===== config.mk =====
export PLATFORM = sky130hd
export DESIGN_NAME = datacache_writeback_buffer
export DESIGN_NICKNAME = d
export VERILOG_FILES = /design/src/rtl/datacache_writeback_buffer.sv
export SDC_FILE = /design/constraint.sdc
export NUM_CORES = 1
export LEC_CHECK = 0
export ABC_CLOCK_PERIOD_IN_PS = 32600
export BUFFER_PORTS_ARGS = -buffer_cell sky130_fd_sc_hd__buf_2
export CORE_MARGIN = 3
export CORE_UTILIZATION = 29
export CTS_CLUSTER_SIZE = 20
export DETAILED_ROUTE_END_ITERATION = 10
export GPL_TIMING_DRIVEN = 0
export PLACE_DENSITY = 0.51
export SLEW_MARGIN = 10
export SYNTH_ARGS = -nofsm -noshare
export SYNTH_HDL_FRONTEND = slang
export SYNTH_SLANG_ARGS = --single-unit

===== constraint.sdc =====
create_clock -name clk -period 32.6 [get_ports clk]
set_input_delay 1.63 -clock clk [delete_from_list [all_inputs] [get_ports clk]]
set_output_delay 1.63 -clock clk [all_outputs]
set_load 0.01 [all_outputs]

===== src/rtl/datacache_writeback_buffer.sv =====
// datacache_writeback_buffer: dirty-line eviction FIFO draining to pmem one line at a time.
// Define DATACACHE_WB_FORWARD_EN to build the pending-line lookup/forwarding comparators.
module datacache_writeback_buffer #(
    parameter int DEPTH  = 4,
    parameter int LINE_W = 256
) (
    input  logic                     clk,
    input  logic                     rst,
    input  logic                     evict_valid,
    output logic                     evict_ready,
    input  logic [31:0]              evict_address,
    input  logic [LINE_W-1:0]        evict_data,
    input  logic                     evict_dirty,
    output logic [31:0]              pmem_address,
    output logic [LINE_W-1:0]        pmem_wdata,
    output logic                     pmem_write,
    input  logic                     pmem_resp,
    input  logic [31:0]              lookup_address,
    output logic                     lookup_hit,
    output logic [LINE_W-1:0]        lookup_data,
    output logic                     busy,
    output logic [$clog2(DEPTH):0]   count
);
    localparam int PW = $clog2(DEPTH);
    localparam int CW = PW + 1;
    typedef enum logic {IDLE, WRITE} state_t;
    state_t state, state_nx;
    logic [26:0] tag [DEPTH];
    logic [LINE_W-1:0] data [DEPTH];
    logic [DEPTH-1:0] vld;
    logic [PW-1:0] head, tail, coal_idx;
    logic [CW-1:0] cnt;
    logic [26:0] evict_tag;
    logic push, pop, coal, unused;
    assign evict_tag = evict_address[31:5];
    assign evict_ready = cnt != CW'(DEPTH);
    assign push = evict_valid && evict_ready && evict_dirty;
    assign pop = state == WRITE && pmem_resp;
    assign count = cnt;
    assign busy = cnt != '0;
    assign pmem_write = state == WRITE;
    assign pmem_address = busy ? {tag[head], 5'b00000} : '0;
    assign pmem_wdata = busy ? data[head] : '0;
    assign unused = ^{evict_address[4:0], lookup_address};
    // the head being written to memory must never change, so it is excluded from coalescing
    always_comb begin
        coal = 1'b0;
        coal_idx = '0;
        for (int i = 0; i < DEPTH; i++)
            if (vld[i] && tag[i] == evict_tag && !(state == WRITE && PW'(i) == head)) begin
                coal = 1'b1;
                coal_idx = PW'(i);
            end
    end
    always_comb begin
        state_nx = state == IDLE ? (busy ? WRITE : IDLE) : (pmem_resp ? IDLE : WRITE);
    end
    always_ff @(posedge clk or posedge rst) begin
        if (rst) begin
            state <= IDLE;
            head <= '0;
            tail <= '0;
            cnt <= '0;
            vld <= '0;
        end else begin
            state <= state_nx;
            if (pop) begin
                vld[head] <= 1'b0;
                head <= head + PW'(1);
            end
            if (push && !coal) begin
                vld[tail] <= 1'b1;
                tail <= tail + PW'(1);
            end
            cnt <= cnt + CW'(push && !coal) - CW'(pop);
        end
    end
    always_ff @(posedge clk) begin
        if (push) begin
            tag[coal ? coal_idx : tail] <= evict_tag;
            data[coal ? coal_idx : tail] <= evict_data;
        end
    end
`ifdef DATACACHE_WB_FORWARD_EN
    logic [PW-1:0] idx;
    // scan oldest to youngest so the last match (youngest) wins
    always_comb begin
        lookup_hit = 1'b0;
        lookup_data = '0;
        idx = '0;
        for (int k = 0; k < DEPTH; k++) begin
            idx = head + PW'(k);
            if (vld[idx] && tag[idx] == lookup_address[31:5]) begin
                lookup_hit = 1'b1;
                lookup_data = data[idx];
            end
        end
    end
`else
    assign lookup_hit = 1'b0;
    assign lookup_data = '0;
`endif
endmodule


# Word-level counts from Yosys, hierarchy flattened
# Memory sizes are Yosys's and may differ from the RTL's.
# Cells that the tools add are included.
[op_classes]
addsub = 4
n_lt_le_gt_ge = 4
eq_ne = 8
mux = 21
bitwise_logic = 3
n_reduce_logical = 25
[ops]
columns = ["op", "n"]
rows = [
  ["$mux 256", 1],
  ["$eq 27x27->1", 4],
  ["$mux 32", 1],
  ["$logic_and 1x1->1", 18],
  ["$mux 1", 12],
  ["$mux 4", 2],
  ["$lt 2x3->1 const B", 2],
  ["$mux 2", 3],
  ["$logic_not 1->1", 5],
  ["$add 2x1->2 const B", 2],
  ["$and 4x4->4", 1],
  ["$demux 1 s2", 2],
  ["$eq 2x2->1 const A", 2],
  ["$ge 2x1->1 const B", 2],
  ["$not 4->4", 1],
  ["$or 4x4->4", 1],
  ["$add 3x1->3", 1],
  ["$ne 3x3->1 const B", 1],
  ["$reduce_bool 3->1", 1],
  ["$sub 3x1->3", 1],
  ["$eq 1x2->1 const A", 1],
  ["$logic_not 2->1", 1],
]
[totals]
reg_bits = 12
ram_bits = 1132
in_bits = 325
output_inout_bits = 551
elab_cells = 72
n_memories = 2
[memory_table]
columns = ["name", "words", "width", "rd", "rd_ports_with_merged_regs", "wr", "line_no", "source"]
rows = [
  ["data", 4, 256, 1, 0, 1, "29", "logic [LINE_W-1:0] data [DEPTH];"],
  ["tag", 4, 27, 5, 0, 1, "28", "logic [26:0] tag [DEPTH];"],
]

# Longest topological paths before layout
# Gate-level depths: netlist of the first run.
[logic_depth]
ltp_word = 12
mapped_depth = 18

# Least setup slack after synthesis of the first run
# No wires, ideal clock.
[synth_timing]
path_kind = "input to register"
start = "in evict_address[8]"
end = "mem data[3][0], enable pin"
setup_ps = 1346
t_arrival_ps = 23448
required_time_ps = 31254
path_slack_ps = 7806
path_stages = 7
cell_sequence = "buf_6 -> xnor2_2 -> nand4_1 -> or4_4 -> o2bb2ai_2 -> o21ba_4 -> a211oi_1"
[synth_via]
elab_chain_cells = 8
[synth_rtl]
columns = ["item", "line_no", "source"]
rows = [
  ["start: declaration", "11", "input logic [31:0] evict_address,"],
  ["$eq 27x27->1", "50", "if (vld[i] && tag[i] == evict_tag && !(state == WRITE && PW'(i) == head)) begin"],
  ["$logic_and 1x1->1 (2 in a row)", "50", ""],
  ["$mux 1 (4 in a row)", "50", ""],
  ["$mux 2 (*)", "81", "data[coal ? coal_idx : tail] <= evict_data;"],
  ["end: declaration", "29", ""],
]
# Every way passes the cells marked *; elsewhere a longest branch is shown, timed or not.

# Worst setup path in the final report of the first run
[layout_timing]
start = "reg head[1]"
end = "mem data[2][80], enable pin"
[layout_via]
elab_chain_cells = 9
[layout_rtl]
columns = ["item", "line_no", "source"]
rows = [
  ["start: declaration", "31", "logic [PW-1:0] head, tail, coal_idx;"],
  ["start signal: assignment", "69", "head <= head + PW'(1);"],
  ["$logic_not 2->1", "50", ""],
  ["$logic_and 1x1->1", "50", ""],
  ["$logic_not 1->1", "50", ""],
  ["$logic_and 1x1->1", "50", ""],
  ["$mux 1 (4 in a row)", "50", ""],
  ["$mux 2 (*)", "81", ""],
]
# Marks and branches as above.

==> results of run 1 <==
-- worst paths after layout --
check                                    start                     to  cells past startpoint
max in group asynchronous                  rst    head[0]$_DFFE_PP0P_                      2
min in group asynchronous                  rst     count[2]$_DFF_PP0_                      2
max reg2reg                head[1]$_DFFE_PP0P_  data[2][80]$_DFFE_PP_                     24
min reg2reg                   vld[0]$_DFF_PP0_       vld[0]$_DFF_PP0_                      1
min                           vld[0]$_DFF_PP0_       vld[0]$_DFF_PP0_                      1
max                        head[1]$_DFFE_PP0P_  data[2][80]$_DFFE_PP_                     24
-- cell type report --
type	count	area [sq um]	area share, %
inverter	10	37.5	0.0643
sequential	1144	34300	58.7
tap	2072	2590	4.44
multi-input combinational	1024	10800	18.5
timing repair buffer	648	4100	7.02
clock inverter	64	693	1.19
antenna	29	72.6	0.124
buffer	363	2410	4.12
clock buffer	165	3410	5.83
-- cells in the final DEF (no fill, tap or decap), types with 2 or more instances in the layout --
master / instances
clkbuf_16: 131
clkbuf_2: 3
dfrtp_1: 12
xnor2_2: 3
inv_1: 10
buf_8: 32
or4_4: 3
inv_16: 2
clkinv_8: 5
buf_4: 262
bufinv_16: 5
nor2_1: 5
a22o_1: 4
edfxtp_1: 1132
buf_2: 605
clkbuf_1: 89
nand4_1: 19
and2_1: 284
inv_6: 6
clkinvlp_4: 5
nor4_1: 10
mux4_2: 283
xor2_1: 36
o21a_1: 2
clkinv_16: 6
nand3_1: 4
xnor2_1: 73
conb_1: 262
buf_1: 11
clkinv_2: 12
ha_1: 10
nand2_1: 7
buf_16: 17
diode_2: 29
buf_6: 25
a21boi_0: 4
clkinv_1: 22
-- per-layer routing --
| layer | GRT usage (%) | vias to the layer above | share of wire [%] |
|---|---|---|---|
| li1 | - | 10600 | - |
| met1 | 17.5 | 12100 | 39 |
| met2 | 25.0 | 829 | 51 |
| met3 | 4.48 | 219 | 7.5 |
| met4 | 4.79 | 20 | 2.9 |
| met5 | 0 | - | 0.11 |
-- sequential cells by signal, indices dropped and copies added, names as in the netlist --
register,count
data,1024
tag,108
vld,4
count,3
head,2
tail,2
pmem_write,1
-- kinds of logic (layout without fill, tap and decap cells) --
kind of cell             count (synthesis)  after routing
flip-flops                            1144           1144
buffers and inverters                  373           1250
AND/OR/NAND/NOR                        338            338
multiplexers                           284            284
XOR/XNOR                               112            112
AO/OA/AOI/OAI                           17             17
adder cells (fa/ha/maj)                 11             11
other                                    1            291
-- where the power goes --
part           switching, mW  leakage [nW]  internal [mW]
sequential            0.0377          10.4           1.79
combinational          0.930          8.41          0.734
clock                  0.600          1.96          0.792
total                   1.57          20.8           3.31
==> qor.yml, run 1 <==
grt_pass1_vias: 24400
initial_core_util_pct: 29.3
drv_slew: 0
worst-path-buf-inv: 17
numCtsBuffers: 131
vias: 23800
dieArea_sq_um: 165000
grt_usage_pct: 14.6
synth_area_per_cell_sq_um: 20.4
place_inst: 5261
rsz0062_at_grt: "no"
final_area_sq_um: 58400
synthesis.area_sq_um: 46500
cts.htree.levels: 4
cp.arrival_ps: 7650
cp_cell_sequence: "clkbuf_1 -> clkbuf_1 -> clkbuf_1 -> inv_1 -> ha_1 -> a21boi_0 -> nand4_1 -> or4_4 -> o21a_1 -> o21a_1 -> nor4_4 -> buf_8 -> buf_8 -> buf_6 -> buf_6 -> buf_8 -> buf_6 -> buf_8 -> buf_8 -> buf_8 -> buf_6 -> buf_8 -> buf_6 -> buf_8"
nFillCells: 14900
pre_cts_ws_ps: 25190
gr-total-overflow: 0
max_stage_delay_ps: 690
avgViaCountPerCell: 4.31
wl_per_cell_um: 22.4
synth_top_family_by_area: "multiplexers"
antenna_found_initial: 68
place.gp.congestion: 0.745
synthCells: 2280
relSlewSlack_pct: 21.9
finalCriticalPeriod_ps: 7180
yosys.area.top_type: "edfxtp_1"
finalNonFillerCells: 5519
cp_max_fo: 11
cts_sinks: 1144
startpoint_type: "flip-flop"
fp.dieW_um: 407
synth_fa_ha_area_share_pct: 0.312
finalClockSkew_ps: 42.8
dp_hpwl_um: 90300
synthFlopType: "edfxtp_1"
cts_root_buf: "clkbuf_16"
crit_path_frequent_cell: "buf_8"
cts_tree: "built"
holdBufCountCts: 0
synth_seq_area_share_pct: 73.7
worstSetupPathType: "flip-flop to flip-flop"
min_path_type: "flip-flop to flip-flop"
worstMarginPinSlew_ps: 1170
worstSetupEndpointType: "flip-flop"
postCtsSetupBuffers: 0
setup_tns_ps: 0
holdWs_ps: 496
synth_compound_area_share_pct: 0.341
portBuffers: 576
grt_pass1_wl_um: 174000
power_leakage_nw: 20.8
fin_nets: 3658
cap_violations: 0
yosys.area_share.simple_pct: 4.52
core_area_sq_um: 159000
synth_edf_count: 1132
yosys-top-cells-area: "edfxtp_1 (73%), mux4_2 (14%), buf_4 (4.2%), and2_1 (3.8%), xnor2_1 (1.4%)"
cpLargestDelayFamily: "buffers and inverters"
cp_data_required_time_ps: 33070
drc: 0
fin_util_pct: 36.8
die_h_um: 407
async_flop_share_pct: 1.05
synthToLayoutAreaGrowth_pct: 25.5
synth_cell_types: 39
cts_resized: 0
reg2reg_slack_ps: 25420
ios: 876
ant_nets: 0
drt-initial-drc-count: 1279
drt_wl_total_um: 124000
yosys-top-cells-count: "edfxtp_1 (1,132), and2_1 (284), mux4_2 (283)"
synthXorXnorAreaFrac_pct: 2.16
std_cell_rows: 146
synth.area.mux_share_pct: 13.7
fin_ws_ps: 25420
ir_drop_uv: 61.2
clock_path_buffers: 3
cp_slowest_cell: "nor4_4"
power_mw: 4.88
setup_viol: 0
synth_seq_cells: 1144
clk_pin_slew_worst_paths_ps: 60
final_layout_size_suffix_gt1_share_pct: 41.5
fin_crit_sh_pct: 22.0
worstSkewPairLatency_ps: 770
synth.top_cell.area_share_pct: 73.0
outcome: "completed"
dpl_cell_area_sq_um: 54200
grt_max_degree: 48
dr.pass1.iters: 7
synth_most_common_cell: "edfxtp_1"
hold_viol_final: 0
max_freq_ghz: 0.139
yosys_warnings: 0
pwr_density_cell_nw_per_um2: 83.6
No activity file was read; power rests on OpenSTA's default activity.
==> run 2, diff against run 1 <==
ABC_CLOCK_PERIOD_IN_PS = 7190   (was 32600)
clock period = 7.19 ns   (was 32.6 ns; I/O delays follow)
==> run 2 against run 1 <==
  * Die area unchanged
  * Via count rose by 4.2%
  * Cell count is 4.9% higher
  * Clock power rose to 4.7 times the previous value
  * Global-route usage is 0.29 points higher
  * First-iteration DRC count down 5.4%
  * Maximum frequency grew 35%
  * Highest routed layer unchanged
  * Critical path type unchanged
==> qor.yml, run 2 (synthesis gave the netlist of run 1 again) <==
hold_viol_final: 0  # unchanged
max_stage_delay_ps: 760  # +70 ps
cp_cell_sequence: "clkbuf_8 -> clkbuf_8 -> clkbuf_16 -> inv_6 -> ha_1 -> a21boi_0 -> nand4_1 -> or4_4 -> nor2_2 -> o21ai_1 -> a211oi_4 -> buf_8 -> buf_8 -> buf_8 -> buf_8 -> buf_8 -> buf_8 -> buf_8 -> buf_6 -> buf_6"
grt_max_degree: 48  # unchanged
power.internal_mw: 15.4  # +360%
cpLargestDelayFamily: "buffers and inverters"
holdWs_ps: 223  # -273 ps
ir_drop_uv: 225  # +270%
grt_pass1_vias: 25900  # +6.2%
cp_data_required_time_ps: 7640  # -25,430 ps
rsz0062_at_grt: "no"
finalNonFillerCells: 5792  # +4.9%
numCtsBuffers: 132  # +0.76%
cp_slowest_cell: "a211oi_4"
clk_pin_slew_worst_paths_ps: 60  # about the same
postCtsSetupBuffers: 0  # unchanged
regMostFlops: "data"
worstSetupPathType: "flip-flop to flip-flop"
final_layout_size_suffix_gt1_share_pct: 38.7  # -2.8 points
dpl_cell_area_sq_um: 54400  # +0.23%
wl_per_cell_um: 21.7  # -3.1%
synthToLayoutAreaGrowth_pct: 32.0
grt_pass1_wl_um: 179000  # +2.5%
layout_commonest_cell: "edfxtp_1"
finalClockSkew_ps: 25.3  # -17.5 ps
fp.dieW_um: 407  # unchanged
antenna_found_initial: 23  # -66%
cts_tree: "built"
largest_reg_flops: 1024  # unchanged
place_inst: 5263  # +0.038%
dp_hpwl_um: 90000  # -0.35%
power_frac_clock_pct: 28.7  # +0.2 points
core_area_sq_um: 159000  # unchanged
worstSkewPairLatency_ps: 750  # -20 ps
portBuffers: 576  # unchanged
initial_core_util_pct: 29.3  # unchanged
startpoint_type: "flip-flop"
die_h_um: 407  # unchanged
drt-initial-drc-count: 1210  # -5.4%
power_switching_mw: 7.18  # +360%
cp.arrival_ps: 5770  # -1880 ps
cts_sinks: 1144  # unchanged
place.gp.congestion: 0.739  # -0.76%
vias: 24800  # +4.2%
gr-total-overflow: 0  # unchanged
cts.htree.levels: 4  # unchanged
final_cell_mix: "edfxtp_1 (1,132), buf_2 (603), and2_1 (284), dlygate4sd3_1 (284), mux4_2 (283)"
drt_wl_total_um: 126000  # +1.7%
min_path_type: "primary input to asynchronous set/reset pin"
power_mw: 22.5  # +360%
drv_slew: 0  # unchanged
worstSetupEndpointType: "flip-flop"
outcome: "completed"
comb_power_share_pct: 34.6  # +0.5 points
finalCriticalPeriod_ps: 5320  # -1860 ps
worstMarginPinSlew_ps: 947  # -225 ps
setup_viol: 0  # unchanged
worst-path-buf-inv: 13  # -4
grt_usage_pct: 14.9  # +0.29 points
cap_violations: 0  # unchanged
clock_path_buffers: 3  # unchanged
dieArea_sq_um: 165000  # unchanged
cts_root_buf: "clkbuf_16"
final_area_sq_um: 61500  # +5.2%
cp_max_fo: 13  # +2
max_freq_ghz: 0.188  # +35%
p_seq_share_pct: 36.7  # -0.7 points
std_cell_rows: 146  # unchanged
relSlewSlack_pct: 36.9  # +15 points
crit_path_frequent_cell: "buf_8"
pwr_density_cell_nw_per_um2: 367  # +340%
dr.pass1.iters: 6  # -1
fin_nets: 3945  # +7.8%
swShare_pct: 31.9  # -0.27 points
avgViaCountPerCell: 4.28  # -0.76%
fin_crit_sh_pct: 74.0  # +52 points
top_regs: "data: 1024 flops, tag: 108 flops, vld: 4 flops"
drc: 0  # unchanged
setup_tns_ps: 0  # unchanged
ios: 876  # unchanged
ant_nets: 0  # unchanged
power_leakage_nw: 22.1  # +6.4%
-- run 2: changes by cell type in the layout (fill, tap and decap cells not counted), sizes merged --
cell | previous run | this run
dlygate4sd3 | 0 | 284
clkinvlp | 5 | 2
buf | 953 | 955
clkbuf | 223 | 222
inv | 18 | 17
bufinv | 5 | 8
diode | 29 | 10
clkinv | 46 | 54
-- run 2: layout make-up --
cell class	instances	area (sq um)
Antenna cell	10	25.0
Buffer	363	2480
Clock buffer	164	3490
Clock inverter	71	722
Fill cell	14700	97500
Inverter	10	47.5
Multi-Input combinational cell	1024	10800
Sequential cell	1144	34300
Tap cell	2072	2590
Timing Repair Buffer	934	6980
-- run 2: worst min-delay path, stage by stage --
cell	delay, ps
dlygate4sd3_1	550
buf_2	120
inv_1	380
-- run 2: power groups by stage --
| stage | clock [mW] | combinational, mW | sequential (mW) |
|---|---|---|---|
| floorplan | 0 | 4.43 | 8.58 |
| global placement | 0 | 7.67 | 8.85 |
| detailed placement | 0 | 7.90 | 8.42 |
| CTS | 6.69 | 8.08 | 8.28 |
| global route | 6.97 | 8.42 | 8.33 |
| finish | 6.48 | 7.79 | 8.28 |
-- run 2: path summary, 6_finish.rpt --
check | depth (start not counted) | end | start | slack, ps
worst min-delay path | 3 | head[0]$_DFFE_PP0P_ | rst | 220
worst min register to register | 1 | vld[3]$_DFF_PP0_ | vld[3]$_DFF_PP0_ | 500
worst max-delay path | 20 | data[3][116]$_DFFE_PP_ | head[1]$_DFFE_PP0P_ | 1870
max in group asynchronous | 3 | tail[1]$_DFFE_PP0N_ | rst | 6620
min in group clk | 4 | pmem_write$_DFF_PP0_ | pmem_resp | 330
worst max register to register | 20 | data[3][116]$_DFFE_PP_ | head[1]$_DFFE_PP0P_ | 1870
-- run 2: repair_timing --
action	4_1_cts	5_1_grt
resized for setup	0	0
hold buffers	284	0
endpoints found under the hold margin	1144	0
-- run 2: routing by layer --
layer  vias to the layer above  part of all wire, %  wire length, um  track usage, %
met2                       769                   51            64200            25.8
li1                      11200                    -                -               -
met5                         -                0.033               41               0
met3                       177                  6.8             8530            4.09
met4                         6                  2.8             3580            5.08
met1                     12700                   39            49300            17.9
-- run 2: metrics by stage --
step	utilization, %	worst slack (ps)
2_1_floorplan	-	-4280
3_3_place_gp	33.4	-13480
3_5_place_dp	34.2	1860
4_1_cts	38.6	1810
5_1_grt	38.7	1500
6_report	38.7	1870
==> run 3, diff against run 2 <==
ABC_CLOCK_PERIOD_IN_PS = 4800   (was 7190)
PLACE_DENSITY = 0.53   (was 0.51)
clock period = 4.8 ns   (was 7.19 ns; I/O delays follow)
==> run 3 against run 2 <==
  * Flip-flop and latch count unchanged
  * Sequential share of layout area is 0.23 points higher
  * Global-route usage decreased by 0.22 points
  * Utilization shrank 0.16 points
  * Combinational power grew 49%
  * Via count fell by 0.65%
  * Cell count fell by 0.16%
  * Critical path type unchanged
==> qor.yml, run 3 (synthesis gave the netlist of run 1 again) <==
outcome: "completed"
max_freq_ghz: 0.218  # +16%
ir_drop_uv: 349  # +55%
cp.arrival_ps: 5040  # -730 ps
ios: 876  # unchanged
final_cell_mix: "edfxtp_1 (1,132), buf_2 (603), and2_1 (284), dlygate4sd3_1 (284), mux4_2 (283)"
core_area_sq_um: 159000  # unchanged
top_regs: "data: 1024 flops, tag: 108 flops, vld: 4 flops"
dieArea_sq_um: 165000  # unchanged
largest_reg_flops: 1024  # unchanged
worstSetupEndpointType: "flip-flop"
cap_violations: 0  # unchanged
wl_per_cell_um: 21.5  # -1.1%
vias: 24600  # -0.65%
layout_commonest_cell: "edfxtp_1"
avgViaCountPerCell: 4.26  # -0.50%
drv_slew: 0  # unchanged
clock_path_buffers: 3  # unchanged
ff2ff_path_depth: 20  # unchanged
power_leakage_nw: 22.0  # -0.60%
dr.pass1.iters: 5  # -1
grt_pass1_wl_um: 176000  # -1.2%
startpoint_type: "flip-flop"
cts_tree: "built"
fin_crit_sh_pct: 95.7  # +22 points
pwr_density_cell_nw_per_um2: 545  # +49%
cts.htree.levels: 4  # unchanged
final_layout_size_suffix_gt1_share_pct: 38.5  # -0.16 points
cp_data_required_time_ps: 5240  # -2400 ps
regMostFlops: "data"
drt_wl_total_um: 124000  # -1.2%
holdWs_ps: 77.2  # -146 ps
cts_root_buf: "clkbuf_16"
clk_pin_slew_worst_paths_ps: 60  # about the same
grt_usage_pct: 14.7  # -0.22 points
rsz0062_at_grt: "no"
grt_max_degree: 47  # -2.1%
drt-initial-drc-count: 1432  # +18%
min_path_type: "primary input to asynchronous set/reset pin"
initial_core_util_pct: 29.3  # unchanged
antenna_found_initial: 26  # +13%
worstSetupPathType: "flip-flop to flip-flop"
cp_max_fo: 11  # -2
dp_hpwl_um: 89000  # -1.1%
std_cell_rows: 146  # unchanged
power_mw: 33.4  # +48%
hold_viol_final: 0  # unchanged
fp.dieW_um: 407  # unchanged
portBuffers: 576  # unchanged
numCtsBuffers: 130  # -1.5%
gr-total-overflow: 0  # unchanged
ant_nets: 0  # unchanged
drc: 0  # unchanged
cts_sinks: 1144  # unchanged
setup_viol: 0  # unchanged
nFillCells: 14700  # +0.22%
synthToLayoutAreaGrowth_pct: 31.5
grt_pass1_vias: 25500  # -1.6%
finalCriticalPeriod_ps: 4590  # -726 ps
relSlewSlack_pct: 23.4  # -13 points
finalClockSkew_ps: 27.3  # +1.99 ps
worstMarginPinSlew_ps: 1150  # +202 ps
die_h_um: 407  # unchanged
fin_nets: 3945  # unchanged
worstSkewPairLatency_ps: 750  # about the same
place.gp.congestion: 0.746  # +0.85%
run 3: changes by cell type in the layout (fill, tap and decap cells not counted), moves of 3 or more:
cell	before	now
buf_16	20	15
buf_4	262	267
buf_6	35	31
buf_8	22	30
bufinv_16	8	5
clkbuf_1	76	90
clkbuf_16	136	131
clkbuf_2	8	1
clkinv_1	29	17
clkinv_8	5	2
inv_6	6	9
run 3: worst paths after layout:
path | startpoint | to | slack (ps)
worst max-delay path | head[0]$_DFFE_PP0P_ | data[2][83]$_DFFE_PP_ | 210
worst min-delay path | rst | count[1]$_DFF_PP0_ | 80
worst max register to register | head[0]$_DFFE_PP0P_ | data[2][83]$_DFFE_PP_ | 210
worst min register to register | vld[0]$_DFF_PP0_ | vld[0]$_DFF_PP0_ | 490
max in group asynchronous | rst | head[0]$_DFFE_PP0P_ | 4350
min in group clk | pmem_resp | pmem_write$_DFF_PP0_ | 200
run 3: area by class of cell:
cell class / count / area (sq um) / area share (%)
clock buffer: 167 / 3390 / 5.54
buffer: 362 / 2480 / 4.06
antenna: 9 / 22.5 / 0.0368
sequential: 1144 / 34300 / 56.0
clock inverter: 58 / 604 / 0.988
inverter: 10 / 47.5 / 0.0777
multi-input combinational: 1024 / 10800 / 17.7
tap: 2072 / 2590 / 4.24
timing repair buffer: 937 / 6920 / 11.3
run 3: critical path: stages (launching register included):
cell	delay, ps
dfrtp_1	400
buf_8	170
buf_16	140
buf_12	170
inv_6	50
ha_4	160
a21boi_2	160
nand4_1	200
or4_4	510
o21a_1	220
o21a_1	230
nor4_4	270
buf_4	180
buf_6	140
buf_6	180
buf_6	170
buf_6	180
buf_6	170
buf_6	180
buf_8	180
buf_6	180
run 3: through the flow:
stage / cells / setup WS [ps] / TNS (ps) / area [sq um] / util (%)
2_1_floorplan: 2541 / -6670 / -5523170 / 47600 / -
3_3_place_gp: 5189 / -16110 / - / 53100 / 33.4
3_5_place_dp: 5263 / -588 / -56200 / 54300 / 34.2
4_1_cts: 5774 / 41.7 / 0 / 61200 / 38.5
5_1_grt: 5780 / 14.8 / 0 / 61200 / 38.5
6_report: 5783 / 205 / 0 / 61200 / 38.5
run 3: where the power goes:
part | total [mW] | switching [mW] | internal (mW)
combinational | 11.6 | 6.39 | 5.22
clock | 9.36 | 4.03 | 5.33
sequential | 12.4 | 0.259 | 12.1
run 3: layer usage:
| metal | GRT usage, % | share of wire (%) | up-vias |
|---|---|---|---|
| met5 | 0 | 0.074 | - |
| met4 | 4.47 | 2.4 | 12 |
| met3 | 4.14 | 7.0 | 189 |
| met2 | 25.3 | 51 | 776 |
| met1 | 17.9 | 40 | 12500 |
| li1 | - | - | 11100 |
run 3: what timing repair did:
| item | in CTS | in global routing |
|---|---|---|
| pin swaps | 2 | 2 |
| resized for setup | 8 | 3 |
| setup buffers | 3 | 2 |
| setup endpoints to repair | 235 | 67 |
| hold buffers | 284 | 0 |
| hold endpoints to repair | 1144 | 0 |
